File: config.mk
export PLATFORM = sky130hd
export DESIGN_NAME = adc_spi_sequencer
export DESIGN_NICKNAME = d
export VERILOG_FILES = /design/src/rtl/adc_spi_sequencer.sv
export SDC_FILE = /design/constraint.sdc
export NUM_CORES = 1
export LEC_CHECK = 0
export ABC_CLOCK_PERIOD_IN_PS = 3600
export BUFFER_PORTS_ARGS = -buffer_cell sky130_fd_sc_hd__buf_2
export CORE_MARGIN = 5
export CORE_UTILIZATION = 42
export CTS_BUF_LIST = sky130_fd_sc_hd__clkbuf_4 sky130_fd_sc_hd__clkbuf_8 sky130_fd_sc_hd__clkbuf_16
export CTS_CLUSTER_DIAMETER = 150
export DETAILED_ROUTE_END_ITERATION = 8
export PLACE_DENSITY = 0.58
export SYNTH_ARGS = -nofsm -noshare
export SYNTH_HDL_FRONTEND = slang
export SYNTH_SLANG_ARGS = --single-unit
File: constraint.sdc
create_clock -name SYS_CLK -period 3.6 [get_ports SYS_CLK]
set_clock_uncertainty 0.15 [all_clocks]
set_input_delay 0.54 -clock SYS_CLK [delete_from_list [all_inputs] [get_ports SYS_CLK]]
set_output_delay 0.54 -clock SYS_CLK [all_outputs]
set_load 0.01 [all_outputs]
File: src/rtl/adc_spi_sequencer.sv
// adc_spi_sequencer: periodic ADC scan controller that sits in front of a
// 16-bit SPI master. Each sample period it sends one command per channel,
// captures the returned word, tags it with the channel, and queues it in a
// 4-entry first-word-fall-through FIFO toward the packetiser.
module adc_spi_sequencer #(
    parameter int unsigned SAMPLE_PERIOD = 50000,
    parameter int unsigned NUM_CH        = 4,
    parameter logic [15:0] CMD_TEMPLATE  = 16'h8300,
    parameter int unsigned CH_SHIFT      = 10,
    parameter int unsigned SETTLE        = 4,
    parameter int unsigned CS_GAP        = 4,
    parameter int unsigned TIMEOUT       = 64
) (
    input  logic        SYS_CLK,
    input  logic        RST_n,
    input  logic        EN,
    output logic        SPI_ENA,
    output logic [15:0] SPI_DATA_MOSI,
    input  logic        SPI_FIN,
    input  logic [15:0] SPI_DATA_MISO,
    output logic [15:0] SAMPLE_DATA,
    output logic [2:0]  SAMPLE_CH,
    output logic        SAMPLE_VALID,
    input  logic        SAMPLE_READY,
    output logic        BUSY,
    output logic        OVERFLOW,
    output logic        OVERRUN,
    output logic        TIMEOUT_ERR
);

    localparam int unsigned PW = (SAMPLE_PERIOD > 1) ? $clog2(SAMPLE_PERIOD) : 1;
    localparam logic [PW-1:0] PERIOD_LAST  = PW'(SAMPLE_PERIOD - 1);
    localparam logic [15:0]   GAP_LAST     = 16'(CS_GAP - 1);
    localparam logic [15:0]   SETTLE_LAST  = 16'(SETTLE - 1);
    localparam logic [15:0]   TIMEOUT_LAST = 16'(TIMEOUT - 1);
    localparam logic [2:0]    CH_LAST      = 3'(NUM_CH - 1);

    typedef enum logic [2:0] {
        S_IDLE,
        S_LOAD,
        S_XFER,
        S_SETTLE,
        S_NEXT
    } state_t;

    state_t      state, state_nxt;
    logic [15:0] timer, timer_nxt;
    logic [2:0]  ch, ch_nxt;
    logic [15:0] mosi_nxt;
    logic [PW-1:0] period_cnt;
    logic        tick;
    logic        push;
    logic        set_timeout;
    logic        set_overrun;

    logic [18:0] fifo_mem [4];
    logic [1:0]  wr_ptr, rd_ptr;
    logic [2:0]  fifo_count;
    logic        fifo_full;
    logic        pop;
    logic        push_ok;

    function automatic logic [15:0] cmd_for(input logic [2:0] c);
        return CMD_TEMPLATE | (16'(c) << CH_SHIFT);
    endfunction

    // The counter sits at zero while disabled, so the first enabled cycle
    // and every wrap both present count zero, which is exactly the tick.
    assign tick = EN && (period_cnt == '0);

    // Free-running sample period counter, parked at zero while disabled.
    always_ff @(posedge SYS_CLK or negedge RST_n) begin
        if (!RST_n) begin
            period_cnt <= '0;
        end else if (!EN || period_cnt == PERIOD_LAST) begin
            period_cnt <= '0;
        end else begin
            period_cnt <= period_cnt + 1'b1;
        end
    end

    // Sequencer state, step timer, channel index and the held command word.
    always_ff @(posedge SYS_CLK or negedge RST_n) begin
        if (!RST_n) begin
            state         <= S_IDLE;
            timer         <= '0;
            ch            <= '0;
            SPI_DATA_MOSI <= '0;
        end else begin
            state         <= state_nxt;
            timer         <= timer_nxt;
            ch            <= ch_nxt;
            SPI_DATA_MOSI <= mosi_nxt;
        end
    end

    // Next-state decode: gap before each frame, bounded wait for FIN,
    // settle hold while MISO catches up, then advance or return to idle.
    always_comb begin
        state_nxt   = state;
        timer_nxt   = timer + 16'd1;
        ch_nxt      = ch;
        mosi_nxt    = SPI_DATA_MOSI;
        push        = 1'b0;
        set_timeout = 1'b0;
        case (state)
            S_IDLE: begin
                timer_nxt = '0;
                if (tick) begin
                    state_nxt = S_LOAD;
                    ch_nxt    = '0;
                    mosi_nxt  = cmd_for(3'd0);
                end
            end
            S_LOAD: begin
                if (timer == GAP_LAST) begin
                    state_nxt = S_XFER;
                    timer_nxt = '0;
                end
            end
            S_XFER: begin
                if (SPI_FIN) begin
                    state_nxt = S_SETTLE;
                    timer_nxt = '0;
                end else if (timer == TIMEOUT_LAST) begin
                    set_timeout = 1'b1;
                    state_nxt   = S_NEXT;
                    timer_nxt   = '0;
                end
            end
            S_SETTLE: begin
                if (timer == SETTLE_LAST) begin
                    push      = 1'b1;
                    state_nxt = S_NEXT;
                    timer_nxt = '0;
                end
            end
            S_NEXT: begin
                timer_nxt = '0;
                if (!EN || ch == CH_LAST) begin
                    state_nxt = S_IDLE;
                end else begin
                    state_nxt = S_LOAD;
                    ch_nxt    = ch + 3'd1;
                    mosi_nxt  = cmd_for(ch + 3'd1);
                end
            end
            default: begin
                state_nxt = S_IDLE;
                timer_nxt = '0;
            end
        endcase
    end

    // ENA is decoded straight from the state register so an asynchronous
    // reset drops it without waiting for a clock edge.
    assign SPI_ENA     = (state == S_XFER) || (state == S_SETTLE);
    assign BUSY        = (state != S_IDLE);
    assign set_overrun = tick && (state != S_IDLE);

    assign SAMPLE_VALID = (fifo_count != 3'd0);
    assign fifo_full    = (fifo_count == 3'd4);
    assign pop          = SAMPLE_VALID && SAMPLE_READY;
    assign push_ok      = push && (!fifo_full || pop);
    assign {SAMPLE_CH, SAMPLE_DATA} = fifo_mem[rd_ptr];

    // Result FIFO: a full FIFO still accepts a push when the head leaves
    // in the same cycle; an empty FIFO never bypasses its storage.
    always_ff @(posedge SYS_CLK or negedge RST_n) begin
        if (!RST_n) begin
            for (int i = 0; i < 4; i++) begin
                fifo_mem[i] <= '0;
            end
            wr_ptr     <= '0;
            rd_ptr     <= '0;
            fifo_count <= '0;
        end else begin
            if (push_ok) begin
                fifo_mem[wr_ptr] <= {ch, SPI_DATA_MISO};
                wr_ptr           <= wr_ptr + 2'd1;
            end
            if (pop) begin
                rd_ptr <= rd_ptr + 2'd1;
            end
            case ({push_ok, pop})
                2'b10:   fifo_count <= fifo_count + 3'd1;
                2'b01:   fifo_count <= fifo_count - 3'd1;
                default: fifo_count <= fifo_count;
            endcase
        end
    end

    // Sticky error flags, held clear for as long as the scan is disabled.
    always_ff @(posedge SYS_CLK or negedge RST_n) begin
        if (!RST_n) begin
            OVERFLOW    <= 1'b0;
            OVERRUN     <= 1'b0;
            TIMEOUT_ERR <= 1'b0;
        end else if (!EN) begin
            OVERFLOW    <= 1'b0;
            OVERRUN     <= 1'b0;
            TIMEOUT_ERR <= 1'b0;
        end else begin
            if (push && fifo_full && !pop) begin
                OVERFLOW <= 1'b1;
            end
            if (set_overrun) begin
                OVERRUN <= 1'b1;
            end
            if (set_timeout) begin
                TIMEOUT_ERR <= 1'b1;
            end
        end
    end

endmodule
Word level (Yosys, flattened, before mapping)
Index checks and enable logic that the tools add are counted.
{"block": "totals", "reg_bits": 140, "input_bits": 21, "output_inout_bits": 41, "elab_cells": 105}
{"block": "op_classes", "addsub": 7, "magnitude_cmp": 3, "n_eq_ne": 19, "mux": 36, "n_bitwise": 2, "n_reduce_logical": 23}
{"operator": "16-bit two-way mux", "count": 6}
{"operator": "76-bit bitwise mux", "count": 1}
{"operator": "16-bit one-hot mux with 2 select lines", "count": 2}
{"operator": "19-bit two-way mux", "count": 3}
{"operator": "19-bit binary-select mux with 2-bit select", "count": 1}
{"operator": "19-bit demux with 2-bit select", "count": 1}
{"operator": "16-bit by 1-bit adder with 16-bit output (second input constant)", "count": 2}
{"operator": "3-bit two-way mux", "count": 7}
{"operator": "16-bit == test (second input constant)", "count": 1}
{"operator": "16-bit by 2-bit == test with 1-bit output (second input constant)", "count": 1}
{"operator": "16-bit by 6-bit == test with 1-bit output (second input constant)", "count": 1}
{"operator": "16-bit zero test", "count": 1}
{"operator": "3-bit one-hot mux with 5 select lines", "count": 1}
{"operator": "1-bit two-way mux", "count": 12}
{"operator": "3-bit one-hot mux with 2 select lines", "count": 2}
{"operator": "3-bit by 2-bit == test with 1-bit output (second input constant)", "count": 3}
{"operator": "2-bit != test (second input constant)", "count": 4}
{"operator": "1-bit logical AND", "count": 7}
{"operator": "3-bit by 1-bit adder with 3-bit output (second input constant)", "count": 2}
{"operator": "3-bit == test (second input constant)", "count": 2}
{"operator": "3-bit greater-or-equal comparator (second input constant)", "count": 2}
{"operator": "2-bit by 1-bit != test with 1-bit output (second input constant)", "count": 3}
{"operator": "2-bit inverter with 3-bit output", "count": 2}
{"operator": "3-bit nonzero test", "count": 2}
{"operator": "14 further kinds", "count": 21}

Depth between registers and ports, before layout
Gate-level depths: netlist (run 1).
{"block": "logic_depth", "ltp_word": 7, "depth_mapped": 11, "ltp_nobuf": 9}

Least setup slack after synthesis (run 1)
OpenSTA, ideal clock, no wires.
{"block": "synth_path", "path_type": "register -> register", "startpoint": "register timer[5]", "endpoint": "register fifo_count[1]", "arrival_ns": 2.470, "t_required_ns": 3.351, "path_slack_ns": 0.880, "path_stages_with_launch": 10, "period_less_slack_ns": 2.720, "cell_sequence": "dfrtp_1 -> nor4_2 -> nand3_1 -> or3_2 -> clkbuf_1 -> nand2_1 -> fa_1 -> nand2_1 -> mux2i_1 -> a311oi_1"}
{"block": "synth_between", "elab_chain_len": 6, "word_cells_on_any_way": 8, "cone_classes": "3 x eq/ne; 3 x mux; 2 x reduce/logical"}
{"element": "start, declared", "line_no": "47", "rtl": "logic [15:0] timer, timer_nxt;"}
{"element": "start signal, assigned", "line_no": "91", "rtl": "timer <= timer_nxt;"}
{"element": "16-bit by 2-bit == test with 1-bit output *", "line_no": "132", "rtl": "if (timer == SETTLE_LAST) begin"}
{"element": "1-bit two-way mux *", "line_no": "132"}
{"element": "1-bit two-way mux *", "line_no": "106", "rtl": "case (state)"}
{"element": "1-bit logical AND *", "line_no": "164", "rtl": "assign push_ok = push && (!fifo_full || pop);"}
{"element": "2-bit by 1-bit == test with 1-bit output / 2-bit == test (equally long branches)", "line_no": "185", "rtl": "case ({push_ok, pop})"}
{"element": "3-bit one-hot mux with 2 select lines / 2-bit nonzero test (equally long branches)"}
{"element": "end signal, assigned", "line_no": "186", "rtl": "2'b10: fifo_count <= fifo_count + 3'd1;"}
{"element": "end signal, assigned", "line_no": "187", "rtl": "2'b01: fifo_count <= fifo_count - 3'd1;"}
{"element": "end signal, assigned", "line_no": "188", "rtl": "default: fifo_count <= fifo_count;"}
{"element": "end, declared", "line_no": "58", "rtl": "logic [2:0] fifo_count;"}
Mark *: on every way between the ends. The rest lies on a longest branch, timed or not.
A chain may end at the register's enable or synchronous reset.

Worst setup path in the final report (run 1)
Same ends and word-level chain as after synthesis.

==> results of run 1 <==
[cells by family after synthesis]
family	count (synthesis)
DFF	125
other	1
muxes	98
buffers and inverters	41
adders and majority gates	10
and+or+nand+nor	130
AOI/OAI and AO/OA	30
xor gates and xnor gates	32
[flip-flops by register name, indices dropped and copies added, names as in the netlist]
register / cells
fifo_mem: 76
OVERRUN: 1
state: 3
TIMEOUT_ERR: 1
timer: 16
period_cnt: 16
rd_ptr: 2
wr_ptr: 2
ch: 2
SPI_DATA_MOSI: 2
OVERFLOW: 1
fifo_count: 3
[through the flow]
stage	cells	hold slack, ns	utilization (%)	worst slack (ns)
2_1_floorplan	476	0.0944	-	0.880
3_3_place_gp	685	0.285	45.7	0.748
3_5_place_dp	685	0.292	45.7	0.684
4_1_cts	715	0.237	50.1	0.651
5_1_grt	715	0.247	50.1	0.456
6_report	715	0.258	50.1	0.625
[cells in the mapped netlist (4+ instances only)]
| master | n | area, sq um |
|---|---|---|
| dfrtp_1 | 125 | 3130 |
| mux2_2 | 76 | 856 |
| nor2_1 | 47 | 176 |
| nand2_1 | 22 | 82.6 |
| mux4_2 | 19 | 428 |
| xnor2_1 | 17 | 149 |
| nand3_1 | 16 | 80.1 |
| xor2_1 | 15 | 131 |
| inv_1 | 13 | 48.8 |
| buf_4 | 12 | 90.1 |
| nor3_1 | 10 | 50.1 |
| ha_1 | 9 | 113 |
| clkbuf_1 | 8 | 30.0 |
| o21ai_0 | 6 | 30.0 |
| a22o_1 | 5 | 43.8 |
| nand4_1 | 5 | 31.3 |
| nor4_1 | 5 | 31.3 |
| a21oi_1 | 4 | 20.0 |
| and3_1 | 4 | 25.0 |
| nand2_2 | 4 | 25.0 |
[power by group]
| part | switching (W) | internal, W |
|---|---|---|
| registers | 0.000136 | 0.00159 |
| clock network | 0.000580 | 0.00116 |
| logic | 0.000441 | 0.000409 |
[timing repair]
| action | CTS | global route |
|---|---|---|
| endpoints found under the hold margin | 19 | 0 |
| hold buffers | 1 | 0 |
| resized for setup | 0 | 0 |
| endpoints found under the setup margin | 0 | 0 |
[per-layer routing]
metal / track usage [%] / wire, um / up-vias
met2: 24.0 / 5680 / 66
met5: 0 / 0 / -
met3: 4.66 / 545 / 13
met4: 4.82 / 119 / 0
li1: - / - / 1764
met1: 19.9 / 5380 / 1899
[worst max-delay path: stages, from the launching register on]
cell and delay, ns:
dfrtp_1 0.45, nor4_2 0.44, nand3_1 0.34, or3_2 0.58, nand2_1 0.11, fa_1 0.43
nand2_1 0.07, mux2i_1 0.06, a311oi_1 0.23
[final timing paths]
path,from,end,cells after the start
setup / recovery,timer[5],fifo_count[1],8
hold / removal,SPI_DATA_MISO[15],fifo_mem[15],2
setup reg to reg,timer[5],fifo_count[1],8
hold reg to reg,timer[0],timer[0],1
max in group asynchronous,RST_n,period_cnt[10],3
min in group asynchronous,RST_n,fifo_mem[45],2
[final cells by class]
type                            instances  share of cell area [%]
Multi-Input combinational cell        310                    37.7
Sequential cell                       125                    44.9
Timing Repair Buffer                   58                    4.67
Inverter                               13                   0.701
Tap cell                              180                    3.24
Clock buffer                           23                    7.12
Clock inverter                          6                    1.58
==> tab_implementation.tex, run 1 <==
\begin{tabular}{lr}
\hline
Metric & Value \\
\hline
\multicolumn{2}{l}{\textbf{Outcome}} \\
Run status & completed \\
\multicolumn{2}{l}{\textbf{GRT}} \\
First-pass GRT wire length & 19,500 um \\
Initial antenna violation count & 0 \\
Pin count of the biggest net entering global routing & 107 \\
Combined global-route utilization of all metal layers & 15.1\% \\
Overflow left after global routing & 0 \\
Number of global-route vias before repair & 3,860 \\
\multicolumn{2}{l}{\textbf{Drt}} \\
Post-detailed-routing wire length & 11,700 um \\
Total iterations of the first detailed-routing run & 4 \\
Drt drc & 0 \\
Via count of the routed design & 3,742 \\
Post-detailed-route wirelength per cell & 16.4 um \\
Number of DRC markers in iteration 0 & 235 \\
Via count normalized by instance count & 5.23 \\
Antenna Violating Nets Remaining & 0 \\
\multicolumn{2}{l}{\textbf{Clock network}} \\
Worst-skew pair later-pin latency & 0.41 ns \\
Bufs on Longest Clock Path & 2 \\
Master cell of the clock root buffer & clkbuf\_16 \\
H-tree depth & 4 \\
Number of sinks handled by clock tree synthesis & 125 \\
Number of buffers created by CTS & 17 \\
CTS tree & done \\
Number of buffers inserted to repair setup after CTS & 0 \\
Clock-pin slew on the worst setup and hold paths & 0.05 ns \\
\multicolumn{2}{l}{\textbf{Logic synthesis}} \\
Sequential share of the synthesized area & 52.5\% \\
Yosys synthesis warning count & 0 \\
Synth Area in Compound Gates & 3.63\% \\
Parity-gate share of the synthesized area counting xor and xnor cells & 4.71\% \\
Fraction of the mapped netlist area in adder cells & 2.23\% \\
Mux contribution to synthesized area & 22.1\% \\
Main combinational cell family by area after synthesis & multiplexers \\
Predominant post-synthesis flop cell & dfrtp\_1 \\
Total of flip-flops plus latches after synthesis & 125 \\
Post-synthesis cell area & 0.00596 sq mm \\
Average instance area after synthesis & 12.8 sq um \\
EDFF count, synth & 0 \\
Area fraction in and, or, nand and nor cells after synthesis & 10.7\% \\
Number of unique standard cell types used by synthesis & 52 \\
Number of standard cells after synthesis & 467 \\
Fraction of synthesis flops using an asynchronous set or reset pin & 100\% \\
\multicolumn{2}{l}{\textbf{Timing}} \\
Max-Slew Margin vs Limit & 49.2\% \\
Final hold violation count & 0 \\
Number of setup violations in the final report & 0 \\
Final clock period utilization by the worst path & 82.6\% \\
Setup repair after global routing missed its margin & no \\
Worst-Margin Slew & 0.754 ns \\
Total Negative Setup Slacks & 0 ns \\
Max Clk Rate & 336 MHz \\
Post-layout min period & 2.97 ns \\
Count of pins over their slew limit & 0 \\
\multicolumn{2}{l}{\textbf{Power}} \\
LEAKAGE & 3.38 nW \\
Cell Pwr Density & 621 mW/mm\^{}2 \\
Worst-case vdd ir drop & 0.356 mV \\
Overall power & 0.00432 W \\
\multicolumn{2}{l}{\textbf{Layout}} \\
Most frequent standard cell in the layout excluding fill and tap cells & dfrtp\_1 \\
Number of nets in the layout & 556 \\
Number of fillers in the final layout & 1,221 \\
Sequential cell area & 0.00313 sq mm \\
Most frequent cells in the layout & dfrtp\_1, mux2\_2, buf\_2 \\
Post-route standard cell area excluding fillers & 0.00696 sq mm \\
Layout overhead on the synthesized area & 16.8\% \\
Share of layout cells above drive strength 1 & 36.1\% \\
Antenna Cells & 0 \\
Area of the multi-input gates & 0.00263 sq mm \\
\multicolumn{2}{l}{\textbf{Die}} \\
Die outline area & 0.0167 sq mm \\
Area inside the core boundary & 0.0139 sq mm \\
Initial cell density of the core & 42.9\% \\
Count of pins on the block boundary & 62 \\
Height of the chip & 129 um \\
Floorplan row count & 43 \\
Horizontal extent of the die & 129 um \\
\multicolumn{2}{l}{\textbf{Critical path}} \\
Crit path kind & flip-flop to flip-flop \\
Largest driver fanout on the critical path & 7 \\
Arrival time of the worst setup path & 3.12 ns \\
Reg-to-reg slack, setup & 0.63 ns \\
Critical path launch point type & flip-flop \\
Worst path required time & 3.75 ns \\
Worst setup EP type & flip-flop \\
\multicolumn{2}{l}{\textbf{Job}} \\
Total of max-cap violations & 0 \\
\multicolumn{2}{l}{\textbf{Place}} \\
Routability Congestion & 0.783 \\
Placed cell areas & 0.00634 sq mm \\
Detailed-placement wirelength estimate & 7790 um \\
Buffers added on ports & 51 \\
\multicolumn{2}{l}{\textbf{Worst hold path}} \\
Class of the worst hold path & primary input to flip-flop \\
\hline
\end{tabular}
Note: power is estimated with default switching activity, not from simulation.
==> run 2, diff against run 1 <==
- ABC_AREA: default -> 1
- ABC_CLOCK_PERIOD_IN_PS: 3600 -> 2700
- PLACE_DENSITY: 0.58 -> 0.6
- clock period: 3.6 -> 2.7 ns (I/O delays scaled with it)
==> tab_implementation.tex, run 2 <==
\begin{tabular}{lr}
\hline
Metric & Value \\
\hline
\multicolumn{2}{l}{\textbf{Logic synthesis}} \\
Total of flip-flops plus latches after synthesis & 125 (unchanged) \\
Average instance area after synthesis & 7.99 sq um (-37\%) \\
EDFF count, synth & 0 (unchanged) \\
Most common cell in the synthesized netlist & nand2\_1 \\
Predominant post-synthesis flop cell & dfrtp\_1 \\
Post-synthesis cell area & 0.00619 sq mm (+3.9\%) \\
Yosys synthesis warning count & 0 (unchanged) \\
Fraction of synthesis flops using an asynchronous set or reset pin & 100\% (unchanged) \\
Library cell with the largest summed area after synthesis & dfrtp\_1 \\
List of most frequent post-synthesis cells & nand2\_1, dfrtp\_1, nor2\_1 \\
Main area contributors after synthesis & dfrtp\_1, nand2\_1, o21ai\_0, nor2\_1, o21ai\_1 \\
Sequential share of the synthesized area & 50.5\% (-2.0 points) \\
Number of standard cells after synthesis & 775 (+66\%) \\
Proportion of netlist area held by the largest area contributor & 50.5\% (-2.0 points) \\
Number of unique standard cell types used by synthesis & 32 (-38\%) \\
\multicolumn{2}{l}{\textbf{Timing}} \\
Setup repair after global routing missed its margin & no \\
Max Clk Rate & 411 MHz \\
Count of pins over their slew limit & 0 (unchanged) \\
Final hold violation count & 0 (unchanged) \\
Total Negative Setup Slacks & 0 ns (unchanged) \\
Final clock period utilization by the worst path & 90.2\% \\
Post-layout min period & 2.43 ns \\
Worst-Margin Slew & 0.759 ns (+0.00534 ns) \\
Number of setup violations in the final report & 0 (unchanged) \\
Max-Slew Margin vs Limit & 49.3\% (+0.14 points) \\
\multicolumn{2}{l}{\textbf{GRT}} \\
Combined global-route utilization of all metal layers & 18.1\% (+3.0 points) \\
Pin count of the biggest net entering global routing & 54 (-50\%) \\
Overflow left after global routing & 0 (unchanged) \\
Initial antenna violation count & 0 (unchanged) \\
Number of global-route vias before repair & 5,143 (+33\%) \\
First-pass GRT wire length & 25,800 um (+32\%) \\
\multicolumn{2}{l}{\textbf{Clock network}} \\
Master cell of the clock root buffer & clkbuf\_16 \\
Clock-pin slew on the worst setup and hold paths & 0.05 ns (about the same) \\
Worst-skew pair later-pin latency & 0.42 ns (about the same) \\
Number of sinks handled by clock tree synthesis & 125 (unchanged) \\
Bufs on Longest Clock Path & 2 (unchanged) \\
Post-CTS sizing & 0 (unchanged) \\
Number of buffers created by CTS & 17 (unchanged) \\
H-tree depth & 4 (unchanged) \\
CTS tree & done \\
\multicolumn{2}{l}{\textbf{Layout}} \\
Number of flip-flops under the largest register name & 76 (unchanged) \\
Layout overhead on the synthesized area & 16.7\% (about the same) \\
Utilization after layout & 49.9\% (-0.22 points) \\
Share of layout cells above drive strength 1 & 14.0\% (-22 points) \\
Register name with the most flops & fifo\_mem \\
Number of fillers in the final layout & 1,374 (+13\%) \\
Number of nets in the layout & 860 (+55\%) \\
Antenna Cells & 0 (unchanged) \\
Largest registers in the final layout & fifo\_mem (76), period\_cnt (16), timer (16) \\
Most frequent standard cell in the layout excluding fill and tap cells & nand2\_1 \\
Non-filler cells, final & 1,026 (+43\%) \\
Most frequent cells in the layout & nand2\_1, dfrtp\_1, nor2\_1 \\
\multicolumn{2}{l}{\textbf{Power}} \\
LEAKAGE & 3.79 nW (+12\%) \\
Worst-case vdd ir drop & 0.532 mV (+50\%) \\
Cell Pwr Density & 779 mW/mm\^{}2 (+26\%) \\
\multicolumn{2}{l}{\textbf{Drt}} \\
Via count of the routed design & 5,202 (+39\%) \\
Post-detailed-routing wire length & 15,100 um (+29\%) \\
Drt drc & 0 (unchanged) \\
Number of DRC markers in iteration 0 & 353 (+50\%) \\
Via count normalized by instance count & 5.07 (-3.1\%) \\
Antenna Violating Nets Remaining & 0 (unchanged) \\
Post-detailed-route wirelength per cell & 14.8 um (-10\%) \\
Total iterations of the first detailed-routing run & 5 (+1) \\
\multicolumn{2}{l}{\textbf{Die}} \\
Die outline area & 0.0173 sq mm (+3.6\%) \\
Count of pins on the block boundary & 62 (unchanged) \\
Area inside the core boundary & 0.0145 sq mm (+4.3\%) \\
Floorplan row count & 44 (+2.3\%) \\
Initial cell density of the core & 42.8\% (-0.15 points) \\
Height of the chip & 131 um (+1.8\%) \\
Horizontal extent of the die & 131 um (+1.8\%) \\
\multicolumn{2}{l}{\textbf{Critical path}} \\
Launch point of the worst reg-to-reg path & fifo\_count[0] \\
Critical path launch point type & flip-flop \\
Arrival time of the worst setup path & 1.88 ns (-1.24 ns) \\
Largest driver fanout on the critical path & 16 (+9) \\
Crit path kind & flip-flop to primary output \\
Worst setup EP type & primary output \\
Endpoint of the worst register-to-register path & fifo\_count[2] \\
Worst path required time & 2.14 ns (-1.61 ns) \\
Reg-to-reg slack, setup & 0.53 ns (-0.10 ns) \\
R2R depth & 13 (+5) \\
\multicolumn{2}{l}{\textbf{Place}} \\
Buffers added on ports & 51 (unchanged) \\
\# placed instances & 993 (+45\%) \\
Routability Congestion & 0.823 (+5.2\%) \\
Detailed-placement wirelength estimate & 10,200 um (+31\%) \\
\multicolumn{2}{l}{\textbf{Job}} \\
Total of max-cap violations & 0 (unchanged) \\
\multicolumn{2}{l}{\textbf{Worst hold path}} \\
Min-delay src & SPI\_DATA\_MISO[15] \\
Hold Path End & fifo\_mem[34] \\
Class of the worst hold path & primary input to flip-flop \\
Cell depth of the worst hold path & 3 (+1) \\
\multicolumn{2}{l}{\textbf{Outcome}} \\
Run status & completed \\
\hline
\end{tabular}
run 2: worst max-delay path by stage:
| stage | startpoint | end | slack (ns) |
|---|---|---|---|
| floorplan | fifo_count[0] | fifo_count[2] | 0.59 |
| global placement | timer[0] | fifo_count[2] | 0.58 |
| detailed placement | timer[0] | fifo_count[2] | 0.54 |
| CTS | rd_ptr[0] | SAMPLE_CH[0] | 0.21 |
| global route | rd_ptr[0] | SAMPLE_DATA[6] | 0.14 |
| finish | rd_ptr[0] | SAMPLE_CH[0] | 0.27 |
run 2: per-stage QoR:
step / hold WS (ns) / instance area, sq um / worst slack, ns / power [W]
2_1_floorplan: -0.0406 / 6220 / 0.592 / 0.00281
3_3_place_gp: 0.294 / 6610 / 0.584 / 0.00333
3_5_place_dp: 0.293 / 6610 / 0.542 / 0.00334
4_1_cts: 0.0726 / 7230 / 0.207 / 0.00569
5_1_grt: 0.0869 / 7230 / 0.137 / 0.00592
6_report: 0.0924 / 7230 / 0.265 / 0.00563
run 2: final cells by class:
| class | count | area [sq um] | area share [%] |
|---|---|---|---|
| multi-input cells | 562 | 2630 | 36.4 |
| flip-flops and latches | 125 | 3130 | 43.3 |
| well taps | 184 | 230 | 3.19 |
| repair buffers | 71 | 435 | 6.02 |
| clock inverters | 6 | 80.1 | 1.11 |
| inverters | 52 | 195 | 2.70 |
| clock buffers | 26 | 531 | 7.34 |
run 2: cells by family after synthesis:
kind of cell	synth area share, %
flip-flops	50.5
AO/OA/AOI/OAI	12.8
buffers and inverters	7.58
adder cells (fa/ha/maj)	2.14
other	0.0606
XOR/XNOR	2.26
AND/OR/NAND/NOR	24.6
run 2: power by group:
| group | switching [W] | internal, W | total, W |
|---|---|---|---|
| clock | 0.000800 | 0.00153 | 0.00233 |
| combinational | 0.000868 | 0.000486 | 0.00135 |
| sequential | 0.0000256 | 0.00192 | 0.00195 |
| total | 0.00169 | 0.00394 | 0.00563 |
run 2: timing repair:
| item | CTS | global route |
|---|---|---|
| buffers inserted | 0 | 0 |
| hold endpoints to repair | 41 | 0 |
| endpoints found under the setup margin | 0 | 0 |
| hold buffers | 1 | 0 |
run 2: routing by layer:
metal | track usage [%] | share of wire [%] | routed length (um)
met1 | 23.0 | 45 | 6740
met3 | 5.08 | 5.2 | 780
met5 | 0 | 0 | 0
met2 | 30.4 | 49 | 7460
met4 | 5.20 | 1.1 | 160
run 2: critical path, cell delays in order, from the launching register on:
cell     delay (ns)
dfrtp_1        0.37
inv_1          0.43
buf_4          0.23
nor2_1         0.04
o22ai_1        0.21
buf_2          0.17
